**config.mk**
```make
export PLATFORM = sky130hd
export DESIGN_NAME = seq_recognizer_param_flat
export DESIGN_NICKNAME = d
export VERILOG_FILES = /design/src/rtl/seq_recognizer_param_if.sv /design/src/rtl/seq_recognizer_param.sv /design/src/flat_wrapper.sv
export SDC_FILE = /design/constraint.sdc
export NUM_CORES = 1
export LEC_CHECK = 0
export BUFFER_PORTS_ARGS = -buffer_cell sky130_fd_sc_hd__buf_2
export CAP_MARGIN = 20
export CORE_MARGIN = 2
export CORE_UTILIZATION = 54
export DETAILED_ROUTE_END_ITERATION = 6
export PLACE_DENSITY = 0.71
export SLEW_MARGIN = 15
export SYNTH_ARGS = -nofsm -noshare
export SYNTH_HDL_FRONTEND = slang
export SYNTH_SLANG_ARGS = --single-unit
```
**constraint.sdc**
```tcl
create_clock -name clk -period 13.45 [get_ports clk]
set_clock_uncertainty 0.1 [all_clocks]
set_input_delay 0.6725 -clock clk [delete_from_list [all_inputs] [get_ports clk]]
set_output_delay 0.6725 -clock clk [all_outputs]
set_load 0.005 [all_outputs]
```
**src/rtl/seq_recognizer_param_if.sv**
```systemverilog
// seq_recognizer_param_if: control, pattern-load and status bundle for the serial sequence recogniser
interface seq_recognizer_param_if #(
  parameter int PAT_W = 16,
  parameter int CNT_W = 8,
  parameter int LEN_W = $clog2(PAT_W + 1)
);
  logic enable;
  logic data_in;
  logic load;
  logic [PAT_W-1:0] pat_in;
  logic [LEN_W-1:0] len_in;
  logic overlap_in;
  logic count_clr;
  logic match_bit;
  logic match_all;
  logic [LEN_W-1:0] progress;
  logic [CNT_W-1:0] match_count;
  logic count_sat;
  modport master (
    output enable, data_in, load, pat_in, len_in, overlap_in, count_clr,
    input match_bit, match_all, progress, match_count, count_sat
  );
  modport slave (
    input enable, data_in, load, pat_in, len_in, overlap_in, count_clr,
    output match_bit, match_all, progress, match_count, count_sat
  );
endinterface

```
**src/rtl/seq_recognizer_param.sv**
```systemverilog
// seq_recognizer_param: programmable serial pattern recogniser with prefix progress, overlap control,
// and an optional saturating match counter enabled by defining SEQREC_COUNT_EN.
module seq_recognizer_param #(
  parameter int PAT_W = 16,
  parameter int CNT_W = 8,
  parameter int LEN_W = $clog2(PAT_W + 1)
) (
  input logic clk,
  input logic rst,
  seq_recognizer_param_if.slave bus
);
  logic [PAT_W-1:0] hist;
  logic [PAT_W-1:0] pat;
  logic [LEN_W-1:0] valid;
  logic [LEN_W-1:0] len;
  logic [LEN_W-1:0] l;
  logic [LEN_W-1:0] progress;
  logic ovl;
  logic match_all;
  function automatic logic [PAT_W-1:0] msk(input logic [LEN_W-1:0] n);
    logic [PAT_W:0] t;
    t = (PAT_W + 1)'(1) << n;
    return t[PAT_W-1:0] - PAT_W'(1);
  endfunction
  assign l = (len > LEN_W'(PAT_W)) ? LEN_W'(PAT_W) : len;
  assign match_all = (len != '0) && (valid >= l) && (((hist ^ pat) & msk(l)) == '0);
  // newest k history bits against the first k pattern bits, Pat[l-1 -: k]; largest hit wins
  always_comb begin
    progress = '0;
    for (int k = 1; k < PAT_W; k++)
      if (LEN_W'(k) < l && LEN_W'(k) <= valid &&
          (((hist ^ (pat >> (l - LEN_W'(k)))) & msk(LEN_W'(k))) == '0))
        progress = LEN_W'(k);
  end
  always_ff @(posedge clk or posedge rst)
    if (rst) begin
      hist <= '0;
      valid <= '0;
      pat <= PAT_W'(16'h00FD);
      len <= LEN_W'(8);
      ovl <= 1'b1;
    end else if (bus.load) begin
      hist <= '0;
      valid <= '0;
      pat <= bus.pat_in;
      len <= bus.len_in;
      ovl <= bus.overlap_in;
    end else if (bus.enable) begin
      hist <= {hist[PAT_W-2:0], bus.data_in};
      valid <= (!ovl && match_all) ? LEN_W'(1) : (valid == LEN_W'(PAT_W)) ? valid : valid + 1'b1;
    end
  assign bus.match_all = match_all;
  assign bus.progress = progress;
  assign bus.match_bit = match_all | (progress != '0);
`ifdef SEQREC_COUNT_EN
  logic [CNT_W-1:0] cnt;
  // a match is consumed only by a real sample; a load discards that edge's bit
  always_ff @(posedge clk or posedge rst)
    if (rst) cnt <= '0;
    else if (bus.count_clr) cnt <= '0;
    else if (bus.enable && !bus.load && match_all && !(&cnt)) cnt <= cnt + 1'b1;
  assign bus.match_count = cnt;
  assign bus.count_sat = &cnt;
`else
  logic unused_clr;
  assign unused_clr = bus.count_clr;
  assign bus.match_count = '0;
  assign bus.count_sat = 1'b0;
`endif
endmodule

```
**src/flat_wrapper.sv**
```systemverilog
// flat-port wrapper written by rule: the top's interface ports become plain ports
module seq_recognizer_param_flat 
#(
  parameter int PAT_W = 16,
  parameter int CNT_W = 8,
  parameter int LEN_W = $clog2(PAT_W + 1)
)
  (clk, rst, bus_enable, bus_data_in, bus_load, bus_pat_in, bus_len_in, bus_overlap_in, bus_count_clr, bus_match_bit, bus_match_all, bus_progress, bus_match_count, bus_count_sat);
  seq_recognizer_param_if #(.PAT_W(PAT_W), .CNT_W(CNT_W), .LEN_W(LEN_W)) bus_i ();
  input logic clk;
  input logic rst;
  input wire logic [$bits(bus_i.enable)-1:0] bus_enable;
  input wire logic [$bits(bus_i.data_in)-1:0] bus_data_in;
  input wire logic [$bits(bus_i.load)-1:0] bus_load;
  input wire logic [$bits(bus_i.pat_in)-1:0] bus_pat_in;
  input wire logic [$bits(bus_i.len_in)-1:0] bus_len_in;
  input wire logic [$bits(bus_i.overlap_in)-1:0] bus_overlap_in;
  input wire logic [$bits(bus_i.count_clr)-1:0] bus_count_clr;
  output wire logic [$bits(bus_i.match_bit)-1:0] bus_match_bit;
  output wire logic [$bits(bus_i.match_all)-1:0] bus_match_all;
  output wire logic [$bits(bus_i.progress)-1:0] bus_progress;
  output wire logic [$bits(bus_i.match_count)-1:0] bus_match_count;
  output wire logic [$bits(bus_i.count_sat)-1:0] bus_count_sat;
  assign bus_i.enable = bus_enable;
  assign bus_i.data_in = bus_data_in;
  assign bus_i.load = bus_load;
  assign bus_i.pat_in = bus_pat_in;
  assign bus_i.len_in = bus_len_in;
  assign bus_i.overlap_in = bus_overlap_in;
  assign bus_i.count_clr = bus_count_clr;
  assign bus_match_bit = bus_i.match_bit;
  assign bus_match_all = bus_i.match_all;
  assign bus_progress = bus_i.progress;
  assign bus_match_count = bus_i.match_count;
  assign bus_count_sat = bus_i.count_sat;
  seq_recognizer_param #(.PAT_W(PAT_W), .CNT_W(CNT_W), .LEN_W(LEN_W)) u_core (.clk(clk), .rst(rst), .bus(bus_i));
endmodule
```
==> metrics <==
Setup crit end kind=primary output; internal power=0.000522 W; setup_tns=0 ns; die width=~150 µm; max_cap viols=0; P&R area growth vs syn=1.35%; core area=between 20000 and 25000 µm²; Total GRT Usage=between 40% and 50%; DP HPWL=~34000 µm; P_sw=approximately 0.0006 W; sequential-to-total area share from yosys stat=a little under a tenth; synthesized area per cell=7.24 µm²; clock network fraction of total power=approximately 11%; most common cell after layout, fill and taps aside=nand2_1; DR iter-0 viols=1898; total vias in the final route=13681; fin nets=1581; Clock Root Buffer=clkbuf_16; commonest non-fill, non-tap cells in the layout=149 x nand2_1, 116 x nor2_1, 98 x a21oi_1; #FFs+latches synth=43; vias per cell=roughly 7.6; Comb pwr share=73.5%; share of layout cells above drive strength 1=between 10 and 15%; RSZ-0062 raised after global routing=no; row count=54; clk_lat worst skew=between 0.3 and 0.4 ns; CTS tree=built; Non-Filler Instances=around 1800; clock net sink count=43; status=finished clean; setup violators final=0; drt pass-1 iters=6; Clock transition at path regs=approximately 0.070 ns; min Tclk post-route=7.61 ns; Die H=152 µm; Critical R2R Launch=u_core.len[4]; initial core utilization=54.5%; largest net degree at the start of global routing=69; synthesized area=roughly 12000 µm²; crit-path max FO=51; vias in the first global route=approximately 12000; relative slew slack=between 20% and 30%; RePlAce Congestion=around 1.1; startpoint types=flip-flop; worst-margin pin slew=between 1 and 1.5 ns; final hold vios=0; Post CTS Setup Buffer Count=0; CTS max path bufs=2; Peak VDD IR=about 0.052 mV; Ys Warns=0; leakage power total=roughly 4.5 nW; Seq pwr share=between 10% and 20%; global-route wire length before repair=76100 µm; cts hold-fix bufs=0; fmax=between 100 and 150 MHz; Port-buffer cells=32; pwr dens=95.1 nW/µm²; GRT overflow=0; fraction of registers with async set/reset=100%; post-route ant nets=0; beginning of the critical path=u_core.len[4]; Post-Synthesis Cells=about 1600; HP Class=primary input to async pin; Post-CTS Resized=0; synth unique cells=100; Most used DFF post-synth=dfrtp_1; Crit path required time=12.68 ns; Post-Place Cells=between 1500 and 2000; die area=23000 µm²; Switching Share=a little over half; mean routed wirelength per cell=28.3 µm; DRC errors left=0; initial antenna violation count=0; io pins=between 40 and 50; max-slew violations=0; CP arrival=between 6 and 7 ns; H-tree depth=2; period utilization=between 50% and 60%; Crit Path Class=flip-flop to primary output; Num CTS Buffers=5; number of synthesized flops with an enable pin=0; final wirelength=between 50000 and 60000 µm
==> cell usage after synthesis, types with 13 or more instances <==
cell | count | share of area (%)
or2_2 | 15 | 0.80
buf_1 | 22 | 0.70
a31oi_1 | 23 | 1.2
a21oi_1 | 98 | 4.2
nand3_1 | 48 | 2.0
a211oi_1 | 41 | 2.6
a22oi_1 | 13 | 0.83
nand4_1 | 15 | 0.80
buf_2 | 41 | 1.7
inv_1 | 38 | 1.2
o21a_1 | 14 | 0.89
xnor2_1 | 73 | 5.4
nor2_1 | 116 | 3.7
or3_1 | 17 | 0.90
nor3_1 | 53 | 2.3
clkbuf_1 | 111 | 3.5
a2111oi_0 | 16 | 1.2
nor2b_1 | 17 | 0.90
o211ai_1 | 30 | 1.9
ha_1 | 29 | 3.1
o22ai_1 | 22 | 1.2
o21ai_0 | 84 | 3.6
dfrtp_1 | 34 | 7.2
nand2b_1 | 28 | 1.5
nand2_1 | 149 | 4.7
nor4_1 | 26 | 1.4
mux2_2 | 35 | 3.3
mux2i_1 | 89 | 7.6
mux4_2 | 36 | 6.9
a21o_1 | 13 | 0.83
==> cell type report <==
cell class,instances,area [µm²]
clock buffers,6,129
well taps,280,350
multi-input cells,1354,9700
flip-flops and latches,43,1090
diodes,2,5.00
inverters,49,184
clock inverters,2,12.5
repair buffers,71,465
fillers,2168,9690
==> stage by stage <==
step	hold WS, ns	cell area (µm²)	util (%)	total power [W]	setup WS [ns]
global placement	0.403	11800	54.4	0.000961	6.53
floorplan	0.407	11800	-	0.000783	8.10
finish	0.270	11900	55.2	0.00113	5.84
CTS	0.434	11900	55.1	0.00110	6.14
detailed placement	0.419	11800	54.4	0.000971	6.46
global route	0.310	11900	55.2	0.00120	5.57
==> cells by family after synthesis <==
group | Yosys count | share of synthesized area (%)
other cells | 1 | 0.0318
compound gates | 503 | 29.7
xor+xnor | 84 | 6.38
simple gates | 566 | 24.7
mux | 162 | 18.0
flops | 43 | 9.23
buf+inv | 239 | 8.83
fa+ha+maj | 29 | 3.08
==> power by group through the flow <==
stage	clock network, W	registers (W)	logic (W)
after floorplan	0	0.000145	0.000637
after global placement	0	0.000169	0.000792
after detailed placement	0	0.000169	0.000802
after CTS	0.000131	0.000167	0.000805
after global routing	0.000137	0.000170	0.000893
final	0.000130	0.000171	0.000834
==> routing by layer <==
layer	GRT usage, %	routed length, µm	vias up
met5	0	0	-
met4	26.6	3610	0
met3	13.4	7360	275
met2	63.5	20800	1046
met1	58.0	19200	6418
li1	-	-	5942
==> worst max-delay path, cell delays in order, from the launching register on <==
cell and delay (ns):
dfrtp_2 0.34, buf_4 0.45, buf_4 0.56, nand2b_1 0.67, inv_2 0.39, ha_1 0.39, buf_4 0.21, inv_1 0.40
nand2_1 0.09, o32ai_1 0.44, o211ai_1 0.14, nor4_1 0.22, a311oi_1 0.15, nor4_1 1.06, nor3_1 0.06, or3_1 0.34
o21ai_1 0.29, nand4bb_1 0.13, buf_2 0.14
==> registers in the layout, indices dropped and copies added (netlist names) <==
signal        flops
u_core.valid      5
u_core.hist      16
u_core.pat       16
u_core.len        5
u_core.ovl        1
==> path summary, 6_finish.rpt <==
path	cells after the start	slack, ns	end
setup / recovery	18	5.84	bus_match_bit
hold / removal	2	0.27	u_core.pat[1]
setup reg to reg	17	7.48	u_core.valid[4]
hold reg to reg	2	0.43	u_core.hist[5]
max in group asynchronous	3	12.41	u_core.ovl
min in group clk	2	0.43	u_core.hist[5]
Note: power is estimated with default switching activity, not from simulation.
